--- config.mk ---
export PLATFORM = sky130hd
export DESIGN_NAME = tbus_master_port
export DESIGN_NICKNAME = d
export VERILOG_FILES = /design/src/rtl/tbus_master_port.sv
export SDC_FILE = /design/constraint.sdc
export NUM_CORES = 1
export LEC_CHECK = 0
export ABC_AREA = 1
export CAP_MARGIN = 30
export CORE_MARGIN = 10
export CORE_UTILIZATION = 40
export DETAILED_ROUTE_END_ITERATION = 7
export PLACE_DENSITY_LB_ADDON = 0.25
export SYNTH_ARGS = -nofsm -noshare
export SYNTH_HDL_FRONTEND = slang
export SYNTH_SLANG_ARGS = --single-unit
--- constraint.sdc ---
create_clock -name clk -period 1.71 [get_ports clk]
set_clock_uncertainty 0.05 [all_clocks]
set_input_delay 0.342 -clock clk [delete_from_list [all_inputs] [get_ports clk]]
set_output_delay 0.342 -clock clk [all_outputs]
set_load 0.005 [all_outputs]
--- src/rtl/tbus_master_port.sv ---
`default_nettype none
// +----------------------------------------------------------------------------+
// | Module      : tbus_master_port                                             |
// | Description : Requester-side bus port. Queues single-beat commands, runs   |
// |               the req/gnt/sel handshake, issues one beat, returns the      |
// |               response (or a timeout error) and pulses finish.             |
// | Revision    : 1.0 - initial release                                        |
// +----------------------------------------------------------------------------+
module tbus_master_port #(
  parameter int ADR_W  = 32,
  parameter int DEPTH  = 2,
  parameter int TO_CYC = 255,
  parameter int TO_W   = 8
) (
  input  logic             clk,
  input  logic             rst_n,
  input  logic             cmd_valid,
  output logic             cmd_ready,
  input  logic             cmd_we,
  input  logic [ADR_W-1:0] cmd_adr,
  input  logic [31:0]      cmd_wdata,
  input  logic [3:0]       cmd_wstrb,
  output logic             rsp_valid,
  output logic [31:0]      rsp_rdata,
  output logic             rsp_err,
  output logic             req,
  input  logic             gnt,
  input  logic             sel,
  output logic             finish,
  output logic             bus_valid,
  input  logic             bus_ready,
  output logic             bus_we,
  output logic [ADR_W-1:0] bus_adr,
  output logic [31:0]      bus_wdata,
  output logic [3:0]       bus_wstrb,
  input  logic             bus_rvalid,
  input  logic [31:0]      bus_rdata
);

  localparam int AW    = (DEPTH > 1) ? $clog2(DEPTH) : 1;
  localparam int ENT_W = 1 + ADR_W + 32 + 4;

  localparam logic [AW-1:0]   PTR_ONE  = AW'(1);
  localparam logic [AW:0]     CNT_ONE  = (AW+1)'(1);
  localparam logic [AW:0]     CNT_FULL = (AW+1)'(DEPTH);
  localparam logic [TO_W-1:0] TO_ONE   = TO_W'(1);
  localparam logic [TO_W-1:0] TO_LAST  = TO_W'(TO_CYC - 1);

  typedef enum logic [2:0] {
    S_IDLE = 3'd0,
    S_REQ  = 3'd1,
    S_ADDR = 3'd2,
    S_RESP = 3'd3,
    S_DONE = 3'd4
  } state_t;

  state_t            state_q, state_d;
  logic [ENT_W-1:0]  mem_q [DEPTH];
  logic [ENT_W-1:0]  mem_d [DEPTH];
  logic [AW-1:0]     wr_ptr_q, wr_ptr_d;
  logic [AW-1:0]     rd_ptr_q, rd_ptr_d;
  logic [AW:0]       count_q, count_d;
  logic [TO_W-1:0]   to_cnt_q, to_cnt_d;
  logic [31:0]       rdata_q, rdata_d;
  logic              err_q, err_d;

  logic              fifo_empty;
  logic              fifo_full;
  logic              push;
  logic              pop;
  logic              timed_out;
  logic [31:0]       capture_data;
  logic [ENT_W-1:0]  head;

  assign fifo_empty = (count_q == '0);
  assign fifo_full  = (count_q == CNT_FULL);
  // The DONE pop frees a slot in the same cycle, so a full FIFO can still accept.
  assign cmd_ready  = !fifo_full || (state_q == S_DONE);
  assign push       = cmd_valid && cmd_ready;
  assign pop        = (state_q == S_DONE);

  assign head = mem_q[rd_ptr_q];
  assign {bus_we, bus_adr, bus_wdata, bus_wstrb} = head;

  assign timed_out    = (to_cnt_q == TO_LAST);
  assign capture_data = bus_we ? 32'h0 : bus_rdata;

  assign rsp_rdata = rdata_q;
  assign rsp_err   = (state_q == S_DONE) && err_q;

  always_comb begin
    mem_d    = mem_q;
    wr_ptr_d = wr_ptr_q;
    rd_ptr_d = rd_ptr_q;
    count_d  = count_q;
    if (push) begin
      mem_d[wr_ptr_q] = {cmd_we, cmd_adr, cmd_wdata, cmd_wstrb};
      wr_ptr_d        = wr_ptr_q + PTR_ONE;
    end
    if (pop) begin
      rd_ptr_d = rd_ptr_q + PTR_ONE;
    end
    case ({push, pop})
      2'b10:   count_d = count_q + CNT_ONE;
      2'b01:   count_d = count_q - CNT_ONE;
      default: count_d = count_q;
    endcase
  end

  always_comb begin
    state_d   = state_q;
    to_cnt_d  = to_cnt_q;
    rdata_d   = rdata_q;
    err_d     = err_q;
    req       = 1'b0;
    bus_valid = 1'b0;
    finish    = 1'b0;
    rsp_valid = 1'b0;
    case (state_q)
      S_IDLE: begin
        if (!fifo_empty) begin
          state_d = S_REQ;
        end
      end
      S_REQ: begin
        req = 1'b1;
        if (gnt) begin
          state_d  = S_ADDR;
          to_cnt_d = '0;
        end
      end
      S_ADDR: begin
        bus_valid = sel;
        to_cnt_d  = to_cnt_q + TO_ONE;
        // A completion beats a timeout that lands on the same cycle.
        if (sel && bus_ready && bus_rvalid) begin
          rdata_d = capture_data;
          err_d   = 1'b0;
          state_d = S_DONE;
        end else if (timed_out) begin
          rdata_d = 32'h0;
          err_d   = 1'b1;
          state_d = S_DONE;
        end else if (sel && bus_ready) begin
          state_d = S_RESP;
        end
      end
      S_RESP: begin
        to_cnt_d = to_cnt_q + TO_ONE;
        if (bus_rvalid) begin
          rdata_d = capture_data;
          err_d   = 1'b0;
          state_d = S_DONE;
        end else if (timed_out) begin
          rdata_d = 32'h0;
          err_d   = 1'b1;
          state_d = S_DONE;
        end
      end
      S_DONE: begin
        finish    = 1'b1;
        rsp_valid = 1'b1;
        state_d   = S_IDLE;
      end
      default: begin
        state_d = S_IDLE;
      end
    endcase
  end

  always_ff @(posedge clk) begin
    if (!rst_n) begin
      state_q  <= S_IDLE;
      mem_q    <= '{default: '0};
      wr_ptr_q <= '0;
      rd_ptr_q <= '0;
      count_q  <= '0;
      to_cnt_q <= '0;
      rdata_q  <= '0;
      err_q    <= 1'b0;
    end else begin
      state_q  <= state_d;
      mem_q    <= mem_d;
      wr_ptr_q <= wr_ptr_d;
      rd_ptr_q <= rd_ptr_d;
      count_q  <= count_d;
      to_cnt_q <= to_cnt_d;
      rdata_q  <= rdata_d;
      err_q    <= err_d;
    end
  end

endmodule
`default_nettype wire

* Word-level counts from Yosys, hierarchy flattened
Cells that the tools add are included.
** Word-level totals
- Flip-flop bits (word level) :: 186
- Input bits :: 108
** Cells by class
- Eq/ne operators :: 12
- Mux-type cells :: 29
- Reduce and logical (&&, ||, !) cells :: 15
- Bitwise logic cells :: 2
- Add/subtract/negate cells :: 5
- Magnitude comparators :: 3
** Operator list (number)
- $mux 69 :: 4
- $bwmux 138 :: 1
- $mux 32 :: 4
- $demux 69 s1 :: 1
- $pmux 32 s2 :: 1
- $mux 3 :: 7
- $pmux 8 s2 :: 1
- $pmux 3 s4 :: 1
- $add 8x1->8 const B :: 1
- $eq 8x8->1 const B :: 1
- $mux 8 :: 1
- $eq 3x2->1 const B :: 2
- $mux 1 :: 6
- $reduce_bool 2->1 :: 3
- $logic_and 1x1->1 :: 5
- $eq 2x2->1 const B :: 2
- $ge 2x2->1 const B :: 2
- $ne 2x2->1 const B :: 2
- $ne 4x4->1 const B :: 1
- $not 1->2 :: 2
- $pmux 2 s2 :: 1
- $reduce_and 4->1 :: 1
- $eq 3x1->1 const B :: 1
- $eq 3x3->1 const B :: 1
- 13 further kinds :: 14

* Logic depth before layout (Yosys ltp)
Gate-level depths: netlist (run 1).
- Depth after elaboration :: 7
- Depth in mapped cells :: 10
- Depth with buffers taken out :: 9

* Least setup slack after synthesis (run 1)
No wires, ideal clock.
- Path type :: reg2reg
- From :: register state_q[0]
- To :: register count_q[1]
- Data arrival time :: 1.399 ns
- Stages on the path, launching flop included :: 10
- Path slack :: 0.142 ns
- Path through :: dfxtp_1 buf_4 nor2_4 nand2_4 nand3_4 nand2_1 ha_1 nor2_1 and3_1 nor3_1
** Between the ends
- Word-level cells in the longest chain between the ends :: 5
- Elaborated cells between the ends (all ways) :: 7
- Those cells by class :: eq/ne: 3; mux: 1; reduce/logical: 3
** RTL lines
- start, declared :: line 57 : state_t state_q, state_d;
- start signal, assigned :: line 182 : state_q <= state_d;
- $eq 3x3->1 * :: line 78 : assign cmd_ready = !fifo_full || (state_q == S_DONE);
- $logic_or 1x1->1 * :: line 78
- via cmd_ready :: line 18 : output logic cmd_ready,
- $logic_and 1x1->1 * :: line 79 : assign push = cmd_valid && cmd_ready;
- $eq 2x1->1 / $eq 2x2->1 (equally long branches) :: line 103 : case ({push, pop})
- $pmux 2 s2 / $reduce_bool 2->1 (equally long branches)
- end signal, assigned :: line 186 : count_q <= count_d;
- end, declared :: line 62 : logic [AW:0] count_q, count_d;
Mark *: on every way through the listed nets, which the timed path passes. The rest lies on a longest branch.
A chain may end at the register's enable or synchronous reset.

* Final worst setup path (run 1)
- From :: register rd_ptr_q
- To :: output port bus_adr[5]
** Between the ends
- Word-level cells in the longest chain between the ends :: 4
** RTL lines
- start, declared :: line 61 : logic [AW-1:0] rd_ptr_q, rd_ptr_d;
- start signal, assigned :: line 185 : rd_ptr_q <= rd_ptr_d;
- $not 1->2 (not written as such) :: line 82 : assign head = mem_q[rd_ptr_q];
- $mux 69 (not written as such) (3 in a row) :: line 82
- end, declared :: line 33 : output logic [ADR_W-1:0] bus_adr,
No other way between the ends. The select of a mux whose other input is x is not followed.

==> flow_summary.ini, run 1 <==
[cts]
cts_tree = yes
clk_latency_ps = 430
clkSinkCount = 186
root_buffer = clkbuf_16
htree_levels = 4
cts_hold_repair.buffers = 0
clkSlewWorstSetupHoldPaths_ps = 80
cts_buffers = 17
cts_buffer_depth = 2

[flow_run]
drv_cap = 0

[floorplanning]
die_area_mm2 = 0.02885
initial_core_util = 0.4090
die_w_um = 169.8
die_h_um = 169.8
io_pins = 215
rows = 54
coreArea_mm2 = 0.02196

[final_layout]
diodes = 0
areaGrowthSynthToFinish_pct = 53.40
mostFrequentLayoutCells = 333 x nand2_1, 301 x nor2_1, 216 x inv_1, 182 x dfxtp_1, 119 x clkdlybuf4s50_1
final_nets = 1813
final_common_cell = nand2_1
drive_above_1_share = 0.2299
fin_area_mm2 = 0.01378

[timing]
timing.setup.tns_ps = -10420
fmax_ghz = 0.5134
post-route-period-util = 1.139
slew_headroom = 0.6226
min_period_ps = 1948
maxSlewViolCount = 0
rsz0062_at_grt = true
hold_viol = 0
timing.final.ws_setup_ps = -237.9
setup_viol = 77
worst_pin_slew_ps = 566.1

[place]
place_congestion = 0.7838
hpwlAfterDp_mm = 17.07
dpl_cell_area_mm2 = 0.01162
numPortBuffers = 214
pre_cts_ws_ps = -205.1

[detailed_routing]
num_vias = 9448
drc_errors = 0
ant_nets = 0
drt_iter0_markers = 825
dr.pass1.iters = 5
vias_per_cell = 4.738
wl_per_cell_um = 15.01
wirelength_mm = 29.92

[global_route]
grt_max_degree = 108
grt_pass1_vias = 8790
grt-ovfl-total = 0
antenna_found_initial = 1
gr-usage-all-layers = 0.1843
grt_pass1_wl_mm = 43.93

[critical_path]
cp_top_family = buffers and inverters
crit_buf_inv = 4
crit_slowest_cell = dfxtp_4
cpPeakStageDelay_ps = 370
worstPathMaxFanout = 8
critPathKind = reg -> out
worstPathCellList = buf_12 -> buf_4 -> clkbuf_16 -> o21ai_4 -> buf_2
critPathArrivalTime_ps = 1560
start_kind = flip-flop
worst-endpoint-required_ps = 1320
end_kind = output port

[logic_synthesis]
ys.flop_type = dfxtp_1
synth_seq_area_share = 0.4146
ys_warn_count = 0
netlist_area_mm2 = 0.008981
ys_seq_elements = 186
synth.distinct_cells = 24
yosysTopAreaCellShare = 0.4146
syn_area_per_cell_um2 = 6.198
syn_inst = 1449
synth_edf_count = 0
synthArstFlopShare = 0
ys_top_cells_by_area = dfxtp_1 41%, nand2_1 17%, nor2_1 14%, inv_1 9.1%, nand3_1 4.2%
synthesis.nets = 1560
synth_top_cell_by_area = dfxtp_1

[pwr]
peakVddDrop_uv = 638.3
finalPower_uw = 13290
p_leak_uw = 0.007189
pwr_density_cell_mw_per_mm2 = 964.9

[outcome]
status = finished, violations left
violations = negative setup slack

[min_path]
hp-class = in -> reg
==> tightest hold or removal path, delay by kind of cell <==
| kind | cells | cell delay, ps |
|---|---|---|
| compound gates | 1 | 130 |
| buf+inv | 2 | 230 |
==> flip-flops by register name (all words and copies together), names as in the netlist <==
register	flops
count_q	2
err_q	1
mem_q	138
rd_ptr_q	1
rsp_rdata	32
state_q	3
to_cnt_q	8
wr_ptr_q	1
==> path summary, 6_finish.rpt <==
| kind | cells past startpoint | from | slack (ps) | end |
|---|---|---|---|---|
| worst max-delay path | 5 | rd_ptr_q | -240 | bus_adr[5] |
| worst min-delay path | 3 | rst_n | 260 | to_cnt_q[1] |
| worst max register to register | 11 | state_q[0] | -40 | mem_q[91] |
| worst min register to register | 2 | to_cnt_q[3] | 440 | to_cnt_q[3] |
==> power breakdown <==
part / internal (uW) / switching [uW] / total, uW
Clock: 2470 / 1790 / 4250
Sequential: 4780 / 232 / 5010
Combinational: 1910 / 2120 / 4030
Total: 9150 / 4140 / 13300
==> through the flow <==
stage	std cells	hold slack, ps	utilization
after global routing	1994	291.4	0.6274
final	1994	259.1	0.6274
after CTS	1967	245.2	0.5877
after global placement	1907	417.8	0.5294
after floorplan	1449	401.6	-
after detailed placement	1907	423.0	0.5294
==> Yosys cell counts, types with 3 or more instances <==
master	number
nand4_1	33
ha_1	3
nor3_1	4
buf_1	6
buf_2	28
nand2_1	413
dfxtp_1	186
nor2_1	327
nand3_1	76
and3_1	3
o21ai_0	75
clkbuf_1	37
inv_1	218
a21oi_1	10
buf_4	11
buf_6	7
==> cell type report <==
type                       instances  area (um^2)
inverter                         220        828.3
fill                            1976         8182
timing repair buffer             322         3495
tap                              280        350.3
clock inverter                    12        185.2
multi-input combinational        955         4750
sequential                       186         3736
clock buffer                      19        432.9
==> layer usage <==
layer / global-route usage / wire [um]
met5: 0 / 17
met4: 0.05685 / 432
met3: 0.04674 / 1868
met2: 0.2998 / 14340
met1: 0.2349 / 13260
==> what timing repair did <==
item | 4_1_cts | 5_1_grt
setup buffers | 21 | 14
setup endpoints to repair | 110 | 149
pin swaps | 36 | 26
cloned | 10 | 15
hold endpoints to repair | 0 | 0
resized for setup | 517 | 138
==> logic make-up (layout without fill, tap and decap cells) <==
group | after synthesis | in the layout | share of synthesized area
adders and majority gates | 3 | 3 | 0.004180
DFF | 186 | 186 | 0.4146
AOI/OAI and AO/OA | 85 | 85 | 0.04737
xor gates and xnor gates | 2 | 2 | 0.001951
and+or+nand+nor | 864 | 865 | 0.3884
buffers and inverters | 309 | 573 | 0.1435
Note: power is estimated with default switching activity, not from simulation.
==> run 2: changes to the inputs <==
--- a/config.mk
+++ b/config.mk
@@ -7,7 +7,6 @@
 export LEC_CHECK = 0
 export ABC_AREA = 1
 export CAP_MARGIN = 30
-export CORE_MARGIN = 10
 export CORE_UTILIZATION = 40
 export DETAILED_ROUTE_END_ITERATION = 7
 export PLACE_DENSITY_LB_ADDON = 0.25
==> run 2 against run 1 <==
The run still ends with negative setup slack left. Register-to-register slack gained 80 ps. Sequential cell count is the same. First-iteration DRC count fell by 51%. Die area down 20%. Worst hold slack about the same. Maximum frequency grew 0.49%. Sequential share of layout area up 1.0 points.
==> flow_summary.ini, run 2 (synthesis gave the netlist of run 1 again) <==
[critical_path]
start_kind = flip-flop
crit_slowest_cell = dfxtp_4
cpPeakStageDelay_ps = 380
worstPathCellList = buf_6 -> buf_6 -> buf_16 -> buf_6 -> nand2_2 -> o21ai_2 -> buf_2
crit_buf_inv = 5
worst-endpoint-required_ps = 1320
cp_common_cell = buf_6
critPathArrivalTime_ps = 1550
critPathKind = reg -> out
end_kind = output port
cp_top_family = buffers and inverters
worstPathMaxFanout = 8

[cts]
cts_buffers = 17
clk_latency_ps = 430
root_buffer = clkbuf_16
cts_buffer_depth = 2
clkSlewWorstSetupHoldPaths_ps = 70
cts_tree = yes
htree_levels = 4
clkSinkCount = 186

[global_route]
grt-ovfl-total = 0
grt_pass1_wl_mm = 41.30
grt_max_degree = 116
antenna_found_initial = 1
grt_pass1_vias = 8367
gr-usage-all-layers = 0.2169

[outcome]
status = finished, violations left
violations = negative setup slack

[timing]
hold_viol = 0
rsz0062_at_grt = true
fmax_ghz = 0.5159
timing.final.ws_setup_ps = -228.4
setup_viol = 69
slew_headroom = 0.6274
maxSlewViolCount = 0
worst_pin_slew_ps = 558.9
post-route-period-util = 1.134
timing.setup.tns_ps = -9551
min_period_ps = 1938

[floorplanning]
die_h_um = 151.8
rows = 54
die_w_um = 151.8
io_pins = 215
die_area_mm2 = 0.02306
initial_core_util = 0.4103
coreArea_mm2 = 0.02189

[final_layout]
fin_area_mm2 = 0.01330
diodes = 0
mostFrequentLayoutCells = 344 x nand2_1, 306 x nor2_1, 216 x inv_1, 177 x dfxtp_1, 131 x clkdlybuf4s50_1
final_nets = 1800
largest_reg_flops = 138
drive_above_1_share = 0.2075
regMostFlops = mem_q
areaGrowthSynthToFinish_pct = 48.13
nFillCells = 2082
final_common_cell = nand2_1

[pwr]
peakVddDrop_uv = 717.9
finalPower_uw = 13160
pwr_density_cell_mw_per_mm2 = 989.2
p_leak_uw = 0.006701

[detailed_routing]
ant_nets = 0
drt_iter0_markers = 405
num_vias = 9226
drc_errors = 0
wl_per_cell_um = 13.36
vias_per_cell = 4.657
wirelength_mm = 26.46
dr.pass1.iters = 8

[place]
hpwlAfterDp_mm = 14.80
dpl_cell_area_mm2 = 0.01162
place_congestion = 0.8329
numPortBuffers = 214

[min_path]
hp-class = in -> reg

[flow_run]
drv_cap = 0
==> run 2: stage by stage <==
step           hold WS, ps  instances  utilization  setup WS, ps
2_1_floorplan        401.6       1449            -         142.1
3_3_place_gp         417.6       1906       0.5307        -184.5
3_5_place_dp         424.2       1906       0.5307        -200.2
4_1_cts              231.2       1966       0.5824        -276.2
5_1_grt              289.0       1981       0.6077        -293.5
6_report             258.9       1981       0.6077        -228.4
==> run 2: worst paths after layout <==
check                                  from     endpoint  slack (ps)  cells past startpoint
worst max-delay path               rd_ptr_q   bus_adr[2]        -230                      7
worst min-delay path                  rst_n  to_cnt_q[1]         260                      3
worst max register to register   state_q[0]   mem_q[100]          40                     11
worst min register to register  to_cnt_q[3]  to_cnt_q[3]         430                      2
==> run 2: tightest hold or removal path, delay by kind of cell <==
kind            cells  cell delay, ps
buf+inv             2             230
compound gates      1             130
==> run 2: layout make-up <==
| class | instances | area (um^2) | share of cell area |
|---|---|---|---|
| Timing Repair Buffer | 310 | 3192 | 0.2399 |
| Multi-Input combinational cell | 954 | 4553 | 0.3422 |
| Sequential cell | 186 | 3742 | 0.2813 |
| Clock inverter | 12 | 183.9 | 0.01382 |
| Clock buffer | 19 | 454.2 | 0.03414 |
| Inverter | 220 | 828.3 | 0.06226 |
| Tap cell | 280 | 350.3 | 0.02633 |
==> run 2: per-layer routing <==
metal | vias to the layer above | GRT usage | part of all wire
met5 | - | 0 | 0.00068
met4 | 2 | 0.06571 | 0.013
met3 | 24 | 0.05533 | 0.059
met2 | 251 | 0.3530 | 0.47
met1 | 4138 | 0.2814 | 0.46
li1 | 4811 | - | -
==> run 2: power breakdown <==
part	switching, uW	internal, uW	total, uW
combinational	2010	1820	3820
sequential	217	4780	4990
clock	1790	2550	4340
total	4010	9150	13200
==> run 2: repair_timing <==
item / 4_1_cts / 5_1_grt
cloned: 10 / 11
resized for setup: 478 / 107
hold buffers: 0 / 0
setup endpoints to repair: 79 / 136
pin swaps: 24 / 23
setup buffers: 20 / 9
==> run 3: changes to the inputs <==
--- a/config.mk
+++ b/config.mk
@@ -9,7 +9,7 @@
 export CAP_MARGIN = 30
 export CORE_UTILIZATION = 40
 export DETAILED_ROUTE_END_ITERATION = 7
-export PLACE_DENSITY_LB_ADDON = 0.25
+export PLACE_DENSITY = 0.68
 export SYNTH_ARGS = -nofsm -noshare
 export SYNTH_HDL_FRONTEND = slang
 export SYNTH_SLANG_ARGS = --single-unit
==> constraint.sdc (replaced) <==
create_clock -name clk -period 1.92 [get_ports clk]
set_clock_uncertainty 0.05 [all_clocks]
set_input_delay 0.384 -clock clk [delete_from_list [all_inputs] [get_ports clk]]
set_output_delay 0.384 -clock clk [all_outputs]
set_load 0.005 [all_outputs]
==> run 3 against run 2 <==
The flow still finishes with violations (negative setup slack). Register-to-register slack gained 270 ps. Setup slack gained 11 ps. Final cell count decreased by 2.1%. Sequential cell count unchanged. Design area decreased by 8.4%. Worst hold slack got worse by 36 ps. Critical endpoint is now bus_adr[8]. Largest cell class unchanged. Largest power group unchanged. Highest routed layer is now met4.
==> flow_summary.ini, run 3 (synthesis gave the netlist of run 1 again) <==
[timing]
post-route-period-util = 1.113
hold_viol = 0
maxSlewViolCount = 0
hold_ws_ps = 223.2
min_period_ps = 2137
slew_headroom = 0.7629
setup_viol = 15
timing.final.ws_setup_ps = -217.4
rsz0062_at_grt = true
worst_pin_slew_ps = 355.6
fmax_ghz = 0.4679

[critical_path]
crit_start = rd_ptr_q
worstPathMaxFanout = 4
worst-endpoint-required_ps = 1490
end_kind = output port
start_kind = flip-flop
critPathKind = reg -> out
critPathArrivalTime_ps = 1700
r2r_start = state_q[1]

[floorplanning]
initial_core_util = 0.4103
rows = 54
die_w_um = 151.8
io_pins = 215
coreArea_mm2 = 0.02189
die_area_mm2 = 0.02306
die_h_um = 151.8

[global_route]
antenna_found_initial = 1
grt-ovfl-total = 0
grt_pass1_wl_mm = 38.81
grt_max_degree = 72
gr-usage-all-layers = 0.2021
grt_pass1_vias = 7960

[min_path]
worstHoldStart = rst_n
hp-class = in -> reg

[cts]
cts_buffer_depth = 2
cts_buffers = 17
htree_levels = 4
clk_latency_ps = 430
cts_tree = yes
clkSinkCount = 186
clkSlewWorstSetupHoldPaths_ps = 70
root_buffer = clkbuf_16

[outcome]
status = finished, violations left
violations = negative setup slack

[final_layout]
final_common_cell = nand2_1
largest_reg_flops = 138
nFillCells = 2190
mostFrequentLayoutCells = 411 x nand2_1, 326 x nor2_1, 218 x inv_1, 182 x dfxtp_1, 138 x clkdlybuf4s50_1
areaGrowthSynthToFinish_pct = 35.68
drive_above_1_share = 0.1128
regMostFlops = mem_q
regArea_mm2 = 0.003734
final_nets = 1756
multiInputGateArea_mm2 = 0.004136

[place]
pre_cts_ws_ps = -176.8
hpwlAfterDp_mm = 15.06
place_congestion = 0.8506
numPortBuffers = 214

[pwr]
p_leak_uw = 0.006056
pwr_density_cell_mw_per_mm2 = 886.6
peakVddDrop_uv = 596.3

[detailed_routing]
vias_per_cell = 4.570
num_vias = 8862
dr.pass1.iters = 5
drc_errors = 0
ant_nets = 0
wirelength_mm = 23.69
drt_iter0_markers = 435
wl_per_cell_um = 12.22

[flow_run]
drv_cap = 0
-- run 3: cell count changes in the layout (fill, tap and decap cells not counted), moves of 20 or more --
cell / previous run / this run
o21ai_0: 7 / 28
nand2_2: 49 / 2
nand2_1: 344 / 411
nor2_2: 20 / 0
nor2_1: 306 / 326
nand2_4: 21 / 1
-- run 3: per-stage QoR --
| step | util | setup TNS [ps] | cell area [um^2] | total power, uW | instances |
|---|---|---|---|---|---|
| after floorplan | - | 0 | 8981 | 6079 | 1449 |
| after detailed placement | 0.5227 | -268.0 | 11440 | 7304 | 1886 |
| after CTS | 0.5548 | -970.1 | 12150 | 10890 | 1930 |
| after global routing | 0.5565 | -2908 | 12180 | 11470 | 1938 |
| after global placement | 0.5227 | -69.53 | 11440 | 7265 | 1886 |
| final | 0.5566 | -1622 | 12190 | 10800 | 1939 |
-- run 3: layer usage --
layer	vias to the layer above	track usage	wire length, um
met1	3911	0.2721	10980
met3	25	0.04136	1461
met2	220	0.3234	10940
met5	-	0	0
met4	0	0.06381	306
li1	4706	-	-
-- run 3: path summary, 6_finish.rpt --
path	end	slack, ps	depth (start not counted)
setup / recovery	bus_adr[8]	-220	7
hold / removal	mem_q[1]	220	3
setup reg to reg	count_q[1]	310	8
hold reg to reg	to_cnt_q[3]	440	2
-- run 3: repair_timing --
action                                  4_1_cts  5_1_grt
hold buffers                                  0        0
cloned                                        2        2
endpoints found under the setup margin       75       58
pin swaps                                    13        5
gates resized for setup                     290       74
buffers inserted                             10        6
-- run 3: layout make-up --
| type | instances | area share |
|---|---|---|
| Antenna cell | 1 | 0.0002054 |
| Clock buffer | 19 | 0.03635 |
| Clock inverter | 13 | 0.01232 |
| Inverter | 220 | 0.06777 |
| Multi-Input combinational cell | 954 | 0.3395 |
| Sequential cell | 186 | 0.3064 |
| Tap cell | 280 | 0.02875 |
| Timing Repair Buffer | 266 | 0.2087 |
-- run 3: critical path, cell delays in order, from the launching register on --
cell and delay, ps:
dfxtp_4 370, buf_6 130, buf_12 130, buf_16 130, buf_8 110, buf_6 120
o21ai_4 150, buf_2 140
-- run 3: report_power, final --
| part | switching [uW] | internal [uW] |
|---|---|---|
| clock network | 1680 | 1890 |
| registers | 197 | 4250 |
| logic | 1550 | 1240 |
